<file path="src/rtl/multicycle_control_unit_pkg.sv">
// Shared definitions for the multi-cycle control unit:
//   - RV32I base opcode values
//   - FSM state type
//   - one-hot instruction class indices
//   - encodings of the pc_sel / wb_sel / alu_a_sel / alu_b_sel / imm_sel / trap_cause outputs
package multicycle_control_unit_pkg;

  // Base opcodes recognised by the sequencer
  localparam logic [6:0] OPC_LUI    = 7'b0110111;
  localparam logic [6:0] OPC_AUIPC  = 7'b0010111;
  localparam logic [6:0] OPC_JAL    = 7'b1101111;
  localparam logic [6:0] OPC_JALR   = 7'b1100111;
  localparam logic [6:0] OPC_BRANCH = 7'b1100011;
  localparam logic [6:0] OPC_LOAD   = 7'b0000011;
  localparam logic [6:0] OPC_STORE  = 7'b0100011;
  localparam logic [6:0] OPC_OPIMM  = 7'b0010011;
  localparam logic [6:0] OPC_OP     = 7'b0110011;
  localparam logic [6:0] OPC_FENCE  = 7'b0001111;
  localparam logic [6:0] OPC_SYSTEM = 7'b1110011;

  typedef enum logic [2:0] {
    ST_IDLE,
    ST_FETCH,
    ST_DECODE,
    ST_EXECUTE,
    ST_MEM,
    ST_WRITEBACK,
    ST_TRAP
  } state_t;

  // Bit positions inside the one-hot class vector
  localparam int unsigned CLS_LUI    = 0;
  localparam int unsigned CLS_AUIPC  = 1;
  localparam int unsigned CLS_JAL    = 2;
  localparam int unsigned CLS_JALR   = 3;
  localparam int unsigned CLS_BRANCH = 4;
  localparam int unsigned CLS_LOAD   = 5;
  localparam int unsigned CLS_STORE  = 6;
  localparam int unsigned CLS_OPIMM  = 7;
  localparam int unsigned CLS_OP     = 8;
  localparam int unsigned CLS_FENCE  = 9;
  localparam int unsigned CLS_SYSTEM = 10;
  localparam int unsigned CLS_W      = 11;

  typedef logic [CLS_W-1:0] cls_t;

  typedef enum logic [1:0] {
    PC_SEL_PLUS4 = 2'd0,
    PC_SEL_REL   = 2'd1,
    PC_SEL_JALR  = 2'd2
  } pc_sel_e;

  typedef enum logic [1:0] {
    WB_SEL_ALU  = 2'd0,
    WB_SEL_LOAD = 2'd1,
    WB_SEL_PC4  = 2'd2
  } wb_sel_e;

  typedef enum logic [1:0] {
    ALU_A_RS1  = 2'd0,
    ALU_A_PC   = 2'd1,
    ALU_A_ZERO = 2'd2
  } alu_a_sel_e;

  typedef enum logic {
    ALU_B_RS2 = 1'b0,
    ALU_B_IMM = 1'b1
  } alu_b_sel_e;

  typedef enum logic [2:0] {
    IMM_I = 3'd0,
    IMM_S = 3'd1,
    IMM_U = 3'd2,
    IMM_B = 3'd3,
    IMM_J = 3'd4
  } imm_sel_e;

  typedef enum logic [1:0] {
    TC_NONE    = 2'd0,
    TC_ILLEGAL = 2'd1,
    TC_ECALL   = 2'd2,
    TC_TIMEOUT = 2'd3
  } trap_cause_e;

endpackage

</file>
<file path="src/rtl/multicycle_control_unit_if.sv">
// Bus between the control unit and its surroundings (decoder, comparator,
// instruction/data memories, datapath enables and muxes).
//   master : the control unit (consumes decoder/memory status, drives controls)
//   slave  : the environment (drives decoder/memory status, consumes controls)
// Inputs : opcode_i[7], funct3_i[3], rd_i[5], branch_cond_i, imem_ready_i, dmem_ready_i
// Outputs: imem_req_o, dmem_req_o, dmem_we_o, ir_we_o, pc_we_o, pc_sel_o[2], rf_we_o,
//          wb_sel_o[2], alu_a_sel_o[2], alu_b_sel_o, imm_sel_o[3], retired_o,
//          halted_o, trap_cause_o[2]
interface multicycle_control_unit_if;

  logic [6:0] opcode_i;
  logic [2:0] funct3_i;
  logic [4:0] rd_i;
  logic       branch_cond_i;
  logic       imem_ready_i;
  logic       dmem_ready_i;

  logic       imem_req_o;
  logic       dmem_req_o;
  logic       dmem_we_o;
  logic       ir_we_o;
  logic       pc_we_o;
  logic [1:0] pc_sel_o;
  logic       rf_we_o;
  logic [1:0] wb_sel_o;
  logic [1:0] alu_a_sel_o;
  logic       alu_b_sel_o;
  logic [2:0] imm_sel_o;
  logic       retired_o;
  logic       halted_o;
  logic [1:0] trap_cause_o;

  modport master (
    input  opcode_i, funct3_i, rd_i, branch_cond_i, imem_ready_i, dmem_ready_i,
    output imem_req_o, dmem_req_o, dmem_we_o, ir_we_o, pc_we_o, pc_sel_o, rf_we_o,
           wb_sel_o, alu_a_sel_o, alu_b_sel_o, imm_sel_o, retired_o, halted_o,
           trap_cause_o
  );

  modport slave (
    output opcode_i, funct3_i, rd_i, branch_cond_i, imem_ready_i, dmem_ready_i,
    input  imem_req_o, dmem_req_o, dmem_we_o, ir_we_o, pc_we_o, pc_sel_o, rf_we_o,
           wb_sel_o, alu_a_sel_o, alu_b_sel_o, imm_sel_o, retired_o, halted_o,
           trap_cause_o
  );

endinterface

</file>
<file path="src/rtl/multicycle_control_unit_classify.sv">
// control_opcode_classify: purely combinational opcode classifier.
//   i_opcode : 7-bit base opcode
//   o_class  : one-hot instruction class (all zero for an unknown opcode)
//   o_legal  : opcode is one the sequencer knows (SYSTEM included; it traps separately)
module control_opcode_classify
  import multicycle_control_unit_pkg::*;
(
  input  logic [6:0] i_opcode,
  output cls_t       o_class,
  output logic       o_legal
);

  always_comb begin
    o_class = '0;
    unique case (i_opcode)
      OPC_LUI:    o_class[CLS_LUI]    = 1'b1;
      OPC_AUIPC:  o_class[CLS_AUIPC]  = 1'b1;
      OPC_JAL:    o_class[CLS_JAL]    = 1'b1;
      OPC_JALR:   o_class[CLS_JALR]   = 1'b1;
      OPC_BRANCH: o_class[CLS_BRANCH] = 1'b1;
      OPC_LOAD:   o_class[CLS_LOAD]   = 1'b1;
      OPC_STORE:  o_class[CLS_STORE]  = 1'b1;
      OPC_OPIMM:  o_class[CLS_OPIMM]  = 1'b1;
      OPC_OP:     o_class[CLS_OP]     = 1'b1;
      OPC_FENCE:  o_class[CLS_FENCE]  = 1'b1;
      OPC_SYSTEM: o_class[CLS_SYSTEM] = 1'b1;
      default:    o_class             = '0;
    endcase
    o_legal = |o_class;
  end

endmodule

</file>
<file path="src/rtl/multicycle_control_unit.sv">
// Multi-cycle sequencer: FETCH -> DECODE -> EXECUTE -> [MEM] -> WRITEBACK.
// Halts in TRAP on an illegal opcode, ECALL/EBREAK or a memory timeout;
// only rst_ni leaves TRAP.
//   clk_i  : clock, rising edge
//   rst_ni : asynchronous active-low reset
//   bus    : decoder/memory inputs and all control outputs (master side)
// Parameters:
//   TIMEOUT_CYCLES : wait cycles a memory request may spend without ready before trapping
//   TIMEOUT_W      : width of the wait counter
module multicycle_control_unit
  import multicycle_control_unit_pkg::*;
#(
  parameter int unsigned TIMEOUT_CYCLES = 255,
  parameter int unsigned TIMEOUT_W      = 8
) (
  input  logic                       clk_i,
  input  logic                       rst_ni,
  multicycle_control_unit_if.master  bus
);

  // The wait counter holds the number of earlier no-ready cycles, so the
  // TIMEOUT_CYCLES-th waiting cycle is the one where it equals TIMEOUT_CYCLES-1.
  localparam logic [TIMEOUT_W-1:0] WAIT_LIMIT = TIMEOUT_W'(TIMEOUT_CYCLES - 1);

  state_t               r_state;
  cls_t                 r_class;
  logic                 r_taken;
  logic [TIMEOUT_W-1:0] r_wait;
  logic [1:0]           r_cause;

  state_t               w_state_next;
  logic [1:0]           w_cause_next;
  cls_t                 w_dec_class;
  logic                 w_dec_legal;
  logic                 w_waiting;
  logic                 w_wait_hit;
  logic                 w_sel_active;
  logic                 w_unused_funct3;

  // funct3 is carried on the bus for the datapath; the sequencer does not need it
  assign w_unused_funct3 = ^bus.funct3_i;

  control_opcode_classify u_classify (
    .i_opcode (bus.opcode_i),
    .o_class  (w_dec_class),
    .o_legal  (w_dec_legal)
  );

  assign w_waiting  = ((r_state == ST_FETCH) && !bus.imem_ready_i) ||
                      ((r_state == ST_MEM)   && !bus.dmem_ready_i);
  assign w_wait_hit = (r_wait == WAIT_LIMIT);

  // State register plus the registers latched along the way
  always_ff @(posedge clk_i or negedge rst_ni) begin
    if (!rst_ni) begin
      r_state <= ST_IDLE;
      r_class <= '0;
      r_taken <= 1'b0;
      r_wait  <= '0;
      r_cause <= TC_NONE;
    end else begin
      r_state <= w_state_next;
      if (r_state == ST_DECODE) begin
        r_class <= w_dec_class;
      end
      if (r_state == ST_EXECUTE) begin
        r_taken <= bus.branch_cond_i;
      end
      // Counter only advances while staying in the same waiting state;
      // ready, a timeout trap or any other transition clears it.
      if (w_waiting && (w_state_next == r_state)) begin
        r_wait <= r_wait + TIMEOUT_W'(1);
      end else begin
        r_wait <= '0;
      end
      if ((w_state_next == ST_TRAP) && (r_state != ST_TRAP)) begin
        r_cause <= w_cause_next;
      end
    end
  end

  // Next-state logic
  always_comb begin
    w_state_next = r_state;
    w_cause_next = TC_NONE;
    unique case (r_state)
      ST_IDLE: w_state_next = ST_FETCH;
      ST_FETCH: begin
        if (bus.imem_ready_i) begin
          w_state_next = ST_DECODE;
        end else if (w_wait_hit) begin
          w_state_next = ST_TRAP;
          w_cause_next = TC_TIMEOUT;
        end
      end
      ST_DECODE: begin
        if (!w_dec_legal) begin
          w_state_next = ST_TRAP;
          w_cause_next = TC_ILLEGAL;
        end else if (w_dec_class[CLS_SYSTEM]) begin
          w_state_next = ST_TRAP;
          w_cause_next = TC_ECALL;
        end else if (w_dec_class[CLS_FENCE]) begin
          w_state_next = ST_WRITEBACK;
        end else begin
          w_state_next = ST_EXECUTE;
        end
      end
      ST_EXECUTE: begin
        if (r_class[CLS_LOAD] || r_class[CLS_STORE]) begin
          w_state_next = ST_MEM;
        end else begin
          w_state_next = ST_WRITEBACK;
        end
      end
      ST_MEM: begin
        if (bus.dmem_ready_i) begin
          w_state_next = ST_WRITEBACK;
        end else if (w_wait_hit) begin
          w_state_next = ST_TRAP;
          w_cause_next = TC_TIMEOUT;
        end
      end
      ST_WRITEBACK: w_state_next = ST_FETCH;
      ST_TRAP:      w_state_next = ST_TRAP;
      default:      w_state_next = ST_IDLE;
    endcase
  end

  // The ALU operand/immediate selects stay valid from EXECUTE through
  // WRITEBACK so the address (MEM) and ALU result (WRITEBACK) remain stable.
  assign w_sel_active = (r_state == ST_EXECUTE) || (r_state == ST_MEM) ||
                        (r_state == ST_WRITEBACK);

  // Output decode: registered state and latched class only
  always_comb begin
    bus.imem_req_o   = 1'b0;
    bus.dmem_req_o   = 1'b0;
    bus.dmem_we_o    = 1'b0;
    bus.ir_we_o      = 1'b0;
    bus.pc_we_o      = 1'b0;
    bus.pc_sel_o     = PC_SEL_PLUS4;
    bus.rf_we_o      = 1'b0;
    bus.wb_sel_o     = WB_SEL_ALU;
    bus.alu_a_sel_o  = ALU_A_RS1;
    bus.alu_b_sel_o  = ALU_B_RS2;
    bus.imm_sel_o    = IMM_I;
    bus.retired_o    = 1'b0;
    bus.halted_o     = 1'b0;
    bus.trap_cause_o = TC_NONE;

    if (w_sel_active) begin
      if (r_class[CLS_LUI]) begin
        bus.alu_a_sel_o = ALU_A_ZERO;
      end else if (r_class[CLS_AUIPC] || r_class[CLS_JAL]) begin
        bus.alu_a_sel_o = ALU_A_PC;
      end
      bus.alu_b_sel_o = r_class[CLS_OP] ? ALU_B_RS2 : ALU_B_IMM;
      if (r_class[CLS_STORE]) begin
        bus.imm_sel_o = IMM_S;
      end else if (r_class[CLS_LUI] || r_class[CLS_AUIPC]) begin
        bus.imm_sel_o = IMM_U;
      end else if (r_class[CLS_BRANCH]) begin
        bus.imm_sel_o = IMM_B;
      end else if (r_class[CLS_JAL]) begin
        bus.imm_sel_o = IMM_J;
      end
    end

    unique case (r_state)
      ST_FETCH: begin
        bus.imem_req_o = 1'b1;
        bus.ir_we_o    = bus.imem_ready_i;
      end
      ST_MEM: begin
        bus.dmem_req_o = 1'b1;
        bus.dmem_we_o  = r_class[CLS_STORE];
      end
      ST_WRITEBACK: begin
        bus.pc_we_o   = 1'b1;
        bus.retired_o = 1'b1;
        if (r_class[CLS_JAL] || (r_class[CLS_BRANCH] && r_taken)) begin
          bus.pc_sel_o = PC_SEL_REL;
        end else if (r_class[CLS_JALR]) begin
          bus.pc_sel_o = PC_SEL_JALR;
        end
        bus.rf_we_o = (r_class[CLS_LUI]  || r_class[CLS_AUIPC] || r_class[CLS_JAL] ||
                       r_class[CLS_JALR] || r_class[CLS_LOAD]  || r_class[CLS_OPIMM] ||
                       r_class[CLS_OP]) && (bus.rd_i != 5'd0);
        if (r_class[CLS_LOAD]) begin
          bus.wb_sel_o = WB_SEL_LOAD;
        end else if (r_class[CLS_JAL] || r_class[CLS_JALR]) begin
          bus.wb_sel_o = WB_SEL_PC4;
        end
      end
      ST_TRAP: begin
        bus.halted_o     = 1'b1;
        bus.trap_cause_o = r_cause;
      end
      default: ;
    endcase
  end

endmodule

</file>
<file path="src/flat_wrapper.sv">
// flat-port wrapper written by rule: the top's interface ports become plain ports
module multicycle_control_unit_flat import multicycle_control_unit_pkg::*;
#(
  parameter int unsigned TIMEOUT_CYCLES = 255,
  parameter int unsigned TIMEOUT_W      = 8
)
  (clk_i, rst_ni, bus_opcode_i, bus_funct3_i, bus_rd_i, bus_branch_cond_i, bus_imem_ready_i, bus_dmem_ready_i, bus_imem_req_o, bus_dmem_req_o, bus_dmem_we_o, bus_ir_we_o, bus_pc_we_o, bus_pc_sel_o, bus_rf_we_o, bus_wb_sel_o, bus_alu_a_sel_o, bus_alu_b_sel_o, bus_imm_sel_o, bus_retired_o, bus_halted_o, bus_trap_cause_o);
  multicycle_control_unit_if bus_i ();
  input  logic clk_i;
  input  logic rst_ni;
  input wire logic [$bits(bus_i.opcode_i)-1:0] bus_opcode_i;
  input wire logic [$bits(bus_i.funct3_i)-1:0] bus_funct3_i;
  input wire logic [$bits(bus_i.rd_i)-1:0] bus_rd_i;
  input wire logic [$bits(bus_i.branch_cond_i)-1:0] bus_branch_cond_i;
  input wire logic [$bits(bus_i.imem_ready_i)-1:0] bus_imem_ready_i;
  input wire logic [$bits(bus_i.dmem_ready_i)-1:0] bus_dmem_ready_i;
  output wire logic [$bits(bus_i.imem_req_o)-1:0] bus_imem_req_o;
  output wire logic [$bits(bus_i.dmem_req_o)-1:0] bus_dmem_req_o;
  output wire logic [$bits(bus_i.dmem_we_o)-1:0] bus_dmem_we_o;
  output wire logic [$bits(bus_i.ir_we_o)-1:0] bus_ir_we_o;
  output wire logic [$bits(bus_i.pc_we_o)-1:0] bus_pc_we_o;
  output wire logic [$bits(bus_i.pc_sel_o)-1:0] bus_pc_sel_o;
  output wire logic [$bits(bus_i.rf_we_o)-1:0] bus_rf_we_o;
  output wire logic [$bits(bus_i.wb_sel_o)-1:0] bus_wb_sel_o;
  output wire logic [$bits(bus_i.alu_a_sel_o)-1:0] bus_alu_a_sel_o;
  output wire logic [$bits(bus_i.alu_b_sel_o)-1:0] bus_alu_b_sel_o;
  output wire logic [$bits(bus_i.imm_sel_o)-1:0] bus_imm_sel_o;
  output wire logic [$bits(bus_i.retired_o)-1:0] bus_retired_o;
  output wire logic [$bits(bus_i.halted_o)-1:0] bus_halted_o;
  output wire logic [$bits(bus_i.trap_cause_o)-1:0] bus_trap_cause_o;
  assign bus_i.opcode_i = bus_opcode_i;
  assign bus_i.funct3_i = bus_funct3_i;
  assign bus_i.rd_i = bus_rd_i;
  assign bus_i.branch_cond_i = bus_branch_cond_i;
  assign bus_i.imem_ready_i = bus_imem_ready_i;
  assign bus_i.dmem_ready_i = bus_dmem_ready_i;
  assign bus_imem_req_o = bus_i.imem_req_o;
  assign bus_dmem_req_o = bus_i.dmem_req_o;
  assign bus_dmem_we_o = bus_i.dmem_we_o;
  assign bus_ir_we_o = bus_i.ir_we_o;
  assign bus_pc_we_o = bus_i.pc_we_o;
  assign bus_pc_sel_o = bus_i.pc_sel_o;
  assign bus_rf_we_o = bus_i.rf_we_o;
  assign bus_wb_sel_o = bus_i.wb_sel_o;
  assign bus_alu_a_sel_o = bus_i.alu_a_sel_o;
  assign bus_alu_b_sel_o = bus_i.alu_b_sel_o;
  assign bus_imm_sel_o = bus_i.imm_sel_o;
  assign bus_retired_o = bus_i.retired_o;
  assign bus_halted_o = bus_i.halted_o;
  assign bus_trap_cause_o = bus_i.trap_cause_o;
  multicycle_control_unit #(.TIMEOUT_CYCLES(TIMEOUT_CYCLES), .TIMEOUT_W(TIMEOUT_W)) u_core (.clk_i(clk_i), .rst_ni(rst_ni), .bus(bus_i));
endmodule
</file>
<file path="config.mk">
export PLATFORM = sky130hd
export DESIGN_NAME = multicycle_control_unit_flat
export DESIGN_NICKNAME = d
export VERILOG_FILES = /design/src/rtl/multicycle_control_unit_pkg.sv /design/src/rtl/multicycle_control_unit_if.sv /design/src/rtl/multicycle_control_unit_classify.sv /design/src/rtl/multicycle_control_unit.sv /design/src/flat_wrapper.sv
export SDC_FILE = /design/constraint.sdc
export NUM_CORES = 1
export LEC_CHECK = 0
export CAP_MARGIN = 20
export CORE_MARGIN = 4
export CORE_UTILIZATION = 35
export CTS_CLUSTER_DIAMETER = 50
export DETAILED_ROUTE_END_ITERATION = 16
export GPL_ROUTABILITY_DRIVEN = 0
export GPL_TIMING_DRIVEN = 0
export PLACE_DENSITY = 0.67
export SETUP_SLACK_MARGIN = 0.02
export SYNTH_ARGS = -nofsm -noshare
export SYNTH_HDL_FRONTEND = slang
export SYNTH_SLANG_ARGS = --single-unit
</file>
<file path="constraint.sdc">
create_clock -name clk_i -period 1.5 [get_ports clk_i]
set_input_delay 0.15 -clock clk_i [delete_from_list [all_inputs] [get_ports clk_i]]
set_output_delay 0.15 -clock clk_i [all_outputs]
set_load 0.01 [all_outputs]
</file>
* Yosys cells after proc, flatten, opt, wreduce, memory -nomap -nowiden *
Index checks and enable logic that the tools add are counted.

word-level totals
  register bits = 23
  bits of input ports = 20
  logic and storage cells = 102

cells by class
  $add $sub $neg = 1
  eq/ne operators = 21
  muxes and demuxes = 50
  reductions and logical operators = 25

operator list
  operator             count
  $mux 3               11
  $eq 7x7->1 const B   4
  $mux 2               14
  $mux 1               22
  $eq 7x6->1 const B   3
  $pmux 3 s6           1
  $eq 7x5->1 const B   2
  $logic_or 1x1->1     13
  $eq 3x3->1 const B   4
  $reduce_or 11->1     1
  $add 8x1->8 const B  1
  $eq 8x8->1 const B   1
  $mux 8               1
  $eq 7x2->1 const B   1
  $eq 7x4->1 const B   1
  $eq 3x2->1 const B   2
  $logic_and 1x1->1    6
  $pmux 2 s3           1
  $reduce_bool 5->1    1
  $eq 3x1->1 const B   1
  $eq 3x3->1           1
  $logic_not 3->1      1
  $ne 3x3->1 const B   1
  $logic_not 1->1      2
  $reduce_or 2->1      1

* Logic depth before layout (Yosys ltp) *
Gate-level depths: netlist (run 1).

  depth after elaboration = 9
  depth in mapped cells = 7
  gate-level depth less buffers = 7

* Cells and area by module *
Synthesis (run 1) repeated with hierarchy kept, for this count alone.

unflattened totals
  cells, all modules = 173
  area, all modules = 1461.4 um^2

modules (own cells, without submodules)
  module                   times used  cells each  area each (um^2)  sequential area each (um^2)
  multicycle_control_unit  1           145         1260.0            575.6
  control_opcode_classify  1           28          201.4             0.0

* Worst setup path after synthesis (run 1) *
No wires, ideal clock.

  path type = register to register
  start point = register u_core.r_state[1]
  end point = register u_core.r_cause[1]
  arrival = 1459 ps
  setup slack = -94 ps
  cell stages (with the launch flop) = 6
  period minus slack after synthesis = 1594 ps
  path through = dfrtp_1 -> or4b_1 -> nor3_2 -> a221oi_1 -> a222oi_1 -> o21ai_1

on the way
  word-level cells in the longest chain between the ends = 5
  elaborated cells between the ends (all ways) = 16
  those cells by class = eq/ne (8); mux (5); reduce/logical (3)

ends and longest elaborated chain
  element                                                   line                           source
  start: declaration                                        multicycle_control_unit.sv:25  state_t r_state;
  start signal: assignment                                  multicycle_control_unit.sv:62  r_state <= w_state_next;
  $eq 3x3->1 (tied with other cells)                        multicycle_control_unit.sv:86  unique case (r_state)
  $reduce_or 2->1 (no source line) (tied with other cells)  -
  $pmux 3 s6                                                multicycle_control_unit.sv:86
  $eq 3x3->1                                                multicycle_control_unit.sv:76  if ((w_state_next == ST_TRAP) && (r_state != ST_TRAP)) begin
  $logic_and 1x1->1                                         multicycle_control_unit.sv:76
  end signal: assignment                                    multicycle_control_unit.sv:77  r_cause <= w_cause_next;
  end: declaration                                          multicycle_control_unit.sv:29  logic [1:0] r_cause;

Parallel ways exist; a longest one is shown, timed or not.
A chain may end at the register's enable or synchronous reset.

* Worst setup path after layout (run 1) *
Same ends and word-level chain as after synthesis.

==> results.py, run 1 <==
metrics = {
    "outcome": {
        "outcome": "finished with violations",
        "violations": "setup timing",
    },
    "pwr": {
        "total_power_mw": 3.14,
        "p_leak_nw": 0.957,
        "ir_drop_mv": 0.647,
        "p_per_area_mw_per_mm2": 1510,
    },
    "min_path": {
        "min_path_type": "input pin to asynchronous set/reset pin",
    },
    "timing": {
        "finalCriticalPeriod_ns": 1.77,
        "final-max-slew-violation-count": 0,
        "worst_pin_slew_ns": 0.569,
        "rsz0062_at_grt": "true",
        "finalCritPeriodShare": 1.18,
        "slew_headroom": 0.618,
        "setup_viol": 26,
        "layout_setup_ws_ns": -0.274,
        "fmaxAchievable_mhz": 564,
        "hold_viol": 0,
        "fin_skew_ns": 0.00331,
    },
    "floorplan": {
        "die_width_um": 70.2,
        "io_pins": 40,
        "num_rows": 22,
        "initial_utilization": 0.367,
        "coreArea_mm2": 0.00369,
        "dieArea_mm2": 0.00492,
        "die_h_um": 70.2,
    },
    "synth": {
        "synthArstFlopShare": 1.00,
        "yosysUniqueCellTypes": 44,
        "synth_cells": 162,
        "syn_nets": 184,
        "mappedNetlistArea_mm2": 0.00135,
        "ys_seq_area_frac": 0.426,
        "synth_ff_type": "dfrtp_1",
        "ys_ff_latch": 23,
        "syn_area_per_cell_um2": 8.35,
        "synth-edff-count": 0,
        "yosysWarnings": 0,
    },
    "finish": {
        "drive_above_1_share": 0.336,
        "num_antenna_cells": 0,
        "fillers": 348,
        "syn_to_final_growth_pct": 53.7,
        "final_nets": 240,
        "final_cell_mix": "nor2_1 (24), dfrtp_1 (21), nand2_1 (17), buf_2 (14), clkdlybuf4s50_1 (12)",
        "post-route-util": 0.563,
        "final_cells": 265,
        "multiInputGateArea_um2": 883,
        "final_common_cell": "nor2_1",
        "regArea_um2": 578,
    },
    "place": {
        "hpwlAfterDp_um": 2550,
        "io_buffers": 36,
        "dp_slack_ns": -0.543,
        "placed_cells": 246,
    },
    "clock_network": {
        "cts.sinks": 23,
        "clk_pin_slew_ns": 0.09,
        "cts_hold_buf": 0,
        "cts_root_buffer": "clkbuf_8",
        "h-tree-depth": 1,
        "cts_tree": "yes",
        "cts_max_path_buffers": 2,
        "insertion_delay_ns": 0.27,
        "cts_buffers": 3,
    },
    "setup_path": {
        "crit_path_max_fanout": 2,
        "path_class": "register to register",
        "cp.arrival_ns": 1.93,
        "cp.required_ns": 1.65,
        "cp-start-kind": "register",
        "critPathCaptureType": "register",
    },
    "route": {
        "routedWlPerCell_um": 13.6,
        "totalWireLength_um": 3610,
        "first_pass_iters": 4,
        "via_per_inst": 5.14,
        "drtAntennaViolNets": 0,
        "vias": 1363,
        "drtIter0Drc": 70,
        "drc_errors": 0,
    },
    "global_routing": {
        "grt_overflow": 0,
        "antenna_found_initial": 0,
        "track_usage": 0.155,
        "grt_pass1_wl_um": 6220,
        "grt_pass1_vias": 1360,
        "grt_max_degree": 24,
    },
    "run": {
        "drv_cap": 0,
    },
}
worst max-delay path: stages (launching register included):
cell      delay, ns
dfrtp_1        0.40
buf_6          0.12
or4b_4         0.52
nor3_4         0.13
a221oi_2       0.06
a222oi_1       0.31
o21ai_1        0.12
flip-flops by register name, indices dropped and copies added (netlist names):
register and flops:
u_core.r_state 3, u_core.r_class 9, u_core.r_cause 2, u_core.r_taken 1
u_core.r_wait 8
stage by stage:
step / setup TNS [ns] / hold WS (ns) / cell area [um^2]
final: -3.30 / 0.117 / 2080
after global routing: -5.52 / 0.128 / 2080
after CTS: -3.49 / 0.380 / 1950
after detailed placement: -9.69 / 0.509 / 1780
after global placement: -9.58 / 0.473 / 1780
after floorplan: -0.0716 / -0.146 / 1360
layout make-up:
cell class | instances | share of cell area
plain buffers | 4 | 0.0193
clock buffers | 4 | 0.0217
inverters | 5 | 0.00903
multi-input cells | 130 | 0.425
flip-flops and latches | 23 | 0.278
well taps | 48 | 0.0289
repair buffers | 51 | 0.218
worst paths after layout:
path / start / endpoint / depth (start not counted) / slack [ns]
setup reg to reg: u_core.r_state[1]$_DFF_PN0_ / u_core.r_cause[1]$_DFFE_PN0P_ / 6 / -0.27
min in group clk_i: bus_opcode_i[3] / u_core.r_class[2]$_DFFE_PN0P_ / 3 / 0.30
max in group asynchronous: rst_ni / u_core.r_state[0]$_DFF_PN0_ / 2 / 0.98
hold reg to reg: u_core.r_class[7]$_DFFE_PN0P_ / u_core.r_class[7]$_DFFE_PN0P_ / 2 / 0.51
hold / removal: rst_ni / u_core.r_class[5]$_DFFE_PN0P_ / 1 / 0.12
setup / recovery: u_core.r_state[1]$_DFF_PN0_ / u_core.r_cause[1]$_DFFE_PN0P_ / 6 / -0.27
power by group:
part,total [mW],internal (mW),switching [mW]
Combinational,1.73,0.885,0.841
Sequential,1.00,0.808,0.196
Clock,0.406,0.191,0.216
timing repair:
action | CTS | global route
setup endpoints to repair | 42 | 41
gates resized for setup | 103 | 28
pin swaps | 4 | 5
buffers inserted | 13 | 1
Yosys cell counts, types with 3 or more instances:
library cell | n | area [um^2]
o21ai_0 | 10 | 50.1
a21oi_1 | 7 | 35.0
xor2_1 | 5 | 43.8
nor2_1 | 25 | 93.8
dfrtp_1 | 23 | 576
and3_1 | 5 | 31.3
nand3_1 | 7 | 35.0
and2_1 | 4 | 25.0
nand2_1 | 18 | 67.6
nor3_1 | 6 | 30.0
inv_1 | 5 | 18.8
nand2b_1 | 3 | 18.8
nor2b_1 | 7 | 43.8
kinds of logic after synthesis:
| kind of cell | after synthesis | share of synthesized area |
|---|---|---|
| simple gates | 89 | 0.332 |
| compound gates | 32 | 0.149 |
| flops | 23 | 0.426 |
| buf+inv | 9 | 0.0278 |
| xor+xnor | 6 | 0.0389 |
| fa+ha+maj | 2 | 0.0185 |
| mux | 1 | 0.00833 |
routing by layer:
metal	share of wire	wire, um	track usage
met1	0.47	1700	0.198
met2	0.46	1660	0.249
met3	0.052	187	0.0360
met4	0.018	65	0.0660
met5	0	0	0
No activity file was read; power rests on OpenSTA's default activity.
==> run 2: changes to the inputs <==
==> constraint.sdc (replaced) <==
create_clock -name clk_i -period 1.5 [get_ports clk_i]
set_input_delay 0.225 -clock clk_i [delete_from_list [all_inputs] [get_ports clk_i]]
set_output_delay 0.225 -clock clk_i [all_outputs]
set_load 0.01 [all_outputs]
==> run 2 against run 1 <==
  * The run still ends with setup timing left
  * Die area stayed put
  * Final area is 3.1% higher
  * First-iteration DRC count is 27% lower
  * Flip-flop and latch count stayed put
  * Critical path type unchanged
  * Highest routed layer unchanged
==> results.py, run 2 (synthesis gave the netlist of run 1 again) <==
metrics = {
    "outcome": {
        "outcome": "finished with violations",
        "violations": "setup timing",
    },
    "finish": {
        "design_area_mm2": 0.00214,
        "drive_above_1_share": 0.388,
        "num_antenna_cells": 0,
        "final_common_cell": "nor2_1",
        "syn_to_final_growth_pct": 58.4,
        "top_register": "u_core.r_class",
        "final_cell_mix": "nor2_1 (22), dfrtp_1 (21), nand2_1 (17), buf_4 (16)",
        "top_regs": "u_core.r_class x9, u_core.r_wait x8, u_core.r_state x3",
        "post-route-util": 0.581,
        "final_nets": 247,
        "largest_reg_flops": 9,
    },
    "floorplan": {
        "die_width_um": 70.2,
        "dieArea_mm2": 0.00492,
        "initial_utilization": 0.367,
        "die_h_um": 70.2,
        "coreArea_mm2": 0.00369,
        "num_rows": 22,
        "io_pins": 40,
    },
    "route": {
        "totalWireLength_um": 3870,
        "first_pass_iters": 4,
        "drtIter0Drc": 51,
        "dr.max_layer_used": "met4",
        "drc_errors": 0,
        "drtAntennaViolNets": 0,
        "met1Wirelength_um": 1720,
        "vias": 1402,
        "via_per_inst": 5.15,
        "dr_wl_met2_um": 1880,
        "routed-wl-met3_um": 197,
        "routedWlPerCell_um": 14.2,
    },
    "timing": {
        "setup_viol": 22,
        "finalCritPeriodShare": 1.20,
        "hold_viol": 0,
        "fmaxAchievable_mhz": 555,
        "slew_headroom": 0.757,
        "fin_skew_ns": 0.00321,
        "worst_pin_slew_ns": 0.364,
        "rsz0062_at_grt": "true",
        "holdWs_ns": 0.191,
        "finalCriticalPeriod_ns": 1.80,
        "final-max-slew-violation-count": 0,
        "layout_setup_ws_ns": -0.301,
    },
    "setup_path": {
        "reg2reg_from": "u_core.r_state[1]$_DFF_PN0_",
        "reg2reg_depth": 6,
        "reg2reg_to": "u_core.r_cause[1]$_DFFE_PN0P_",
        "cp-start-kind": "register",
        "crit_path_start": "u_core.r_state[1]$_DFF_PN0_",
        "r2r_setup_slack_ns": -0.30,
        "endpoint": "u_core.r_cause[1]$_DFFE_PN0P_",
        "cp.required_ns": 1.65,
        "crit_path_max_fanout": 2,
        "critPathCaptureType": "register",
        "cp.arrival_ns": 1.95,
        "path_class": "register to register",
    },
    "clock_network": {
        "cts_root_buffer": "clkbuf_8",
        "cts_max_path_buffers": 2,
        "cts.sinks": 23,
        "cts_buffers": 3,
        "cts_hold_buf": 0,
        "clk_pin_slew_ns": 0.09,
        "insertion_delay_ns": 0.28,
        "cts_tree": "yes",
        "h-tree-depth": 1,
    },
    "pwr": {
        "p_per_area_mw_per_mm2": 1560,
        "ir_drop_mv": 0.694,
        "total_power_mw": 3.33,
        "p_leak_nw": 0.989,
    },
    "place": {
        "dp_slack_ns": -0.618,
        "placed_area_mm2": 0.00178,
        "io_buffers": 36,
        "hpwlAfterDp_um": 2550,
    },
    "global_routing": {
        "grt_overflow": 0,
        "grt_pass1_vias": 1382,
        "grt_max_degree": 24,
        "track_usage": 0.161,
        "grt_pass1_wl_um": 6410,
        "antenna_found_initial": 0,
    },
    "run": {
        "drv_cap": 0,
    },
    "min_path": {
        "min_path_type": "input pin to asynchronous set/reset pin",
    },
}
run 2: layer usage:
metal / up-vias / track usage
li1: 696 / -
met1: 674 / 0.198
met2: 27 / 0.269
met3: 5 / 0.0374
met4: 0 / 0.0660
met5: - / 0
run 2: worst min path at each step:
stage | cells after the start | to
after floorplan | 0 | u_core.r_cause[0]$_DFFE_PN0P_
after global placement | 2 | u_core.r_class[7]$_DFFE_PN0P_
after detailed placement | 2 | u_core.r_class[7]$_DFFE_PN0P_
after CTS | 3 | u_core.r_class[0]$_DFFE_PN0P_
after global routing | 1 | u_core.r_class[5]$_DFFE_PN0P_
final | 1 | u_core.r_class[5]$_DFFE_PN0P_
run 2: what timing repair did:
| action | CTS | global route |
|---|---|---|
| setup buffers | 16 | 5 |
| pin swaps | 17 | 5 |
| gates resized for setup | 139 | 21 |
| endpoints found under the setup margin | 42 | 42 |
run 2: worst max-delay path, stage by stage (launching register included):
cell	delay, ns
dfrtp_1	0.39
buf_4	0.15
or4b_4	0.52
nor3_2	0.14
a221oi_2	0.06
a222oi_1	0.31
o21ai_1	0.12
run 2: power breakdown:
part	switching, mW	internal [mW]
clock	0.220	0.191
sequential	0.197	0.808
combinational	0.919	1.00
total	1.34	2.00
run 2: cell type report:
type                       count  area (um^2)
buffer                         4         43.8
clock buffer                   4         45.0
fill                         340         1550
inverter                       5         18.8
multi-input combinational    130          898
sequential                    23          578
tap                           48         60.1
timing repair buffer          58          498
run 2: metrics by stage:
step           setup TNS [ns]  std cells
3_3_place_gp           -12.47        246
2_1_floorplan         -0.0716        162
5_1_grt                 -5.16        272
6_report                -3.38        272
3_5_place_dp           -13.18        246
4_1_cts                 -3.02        266
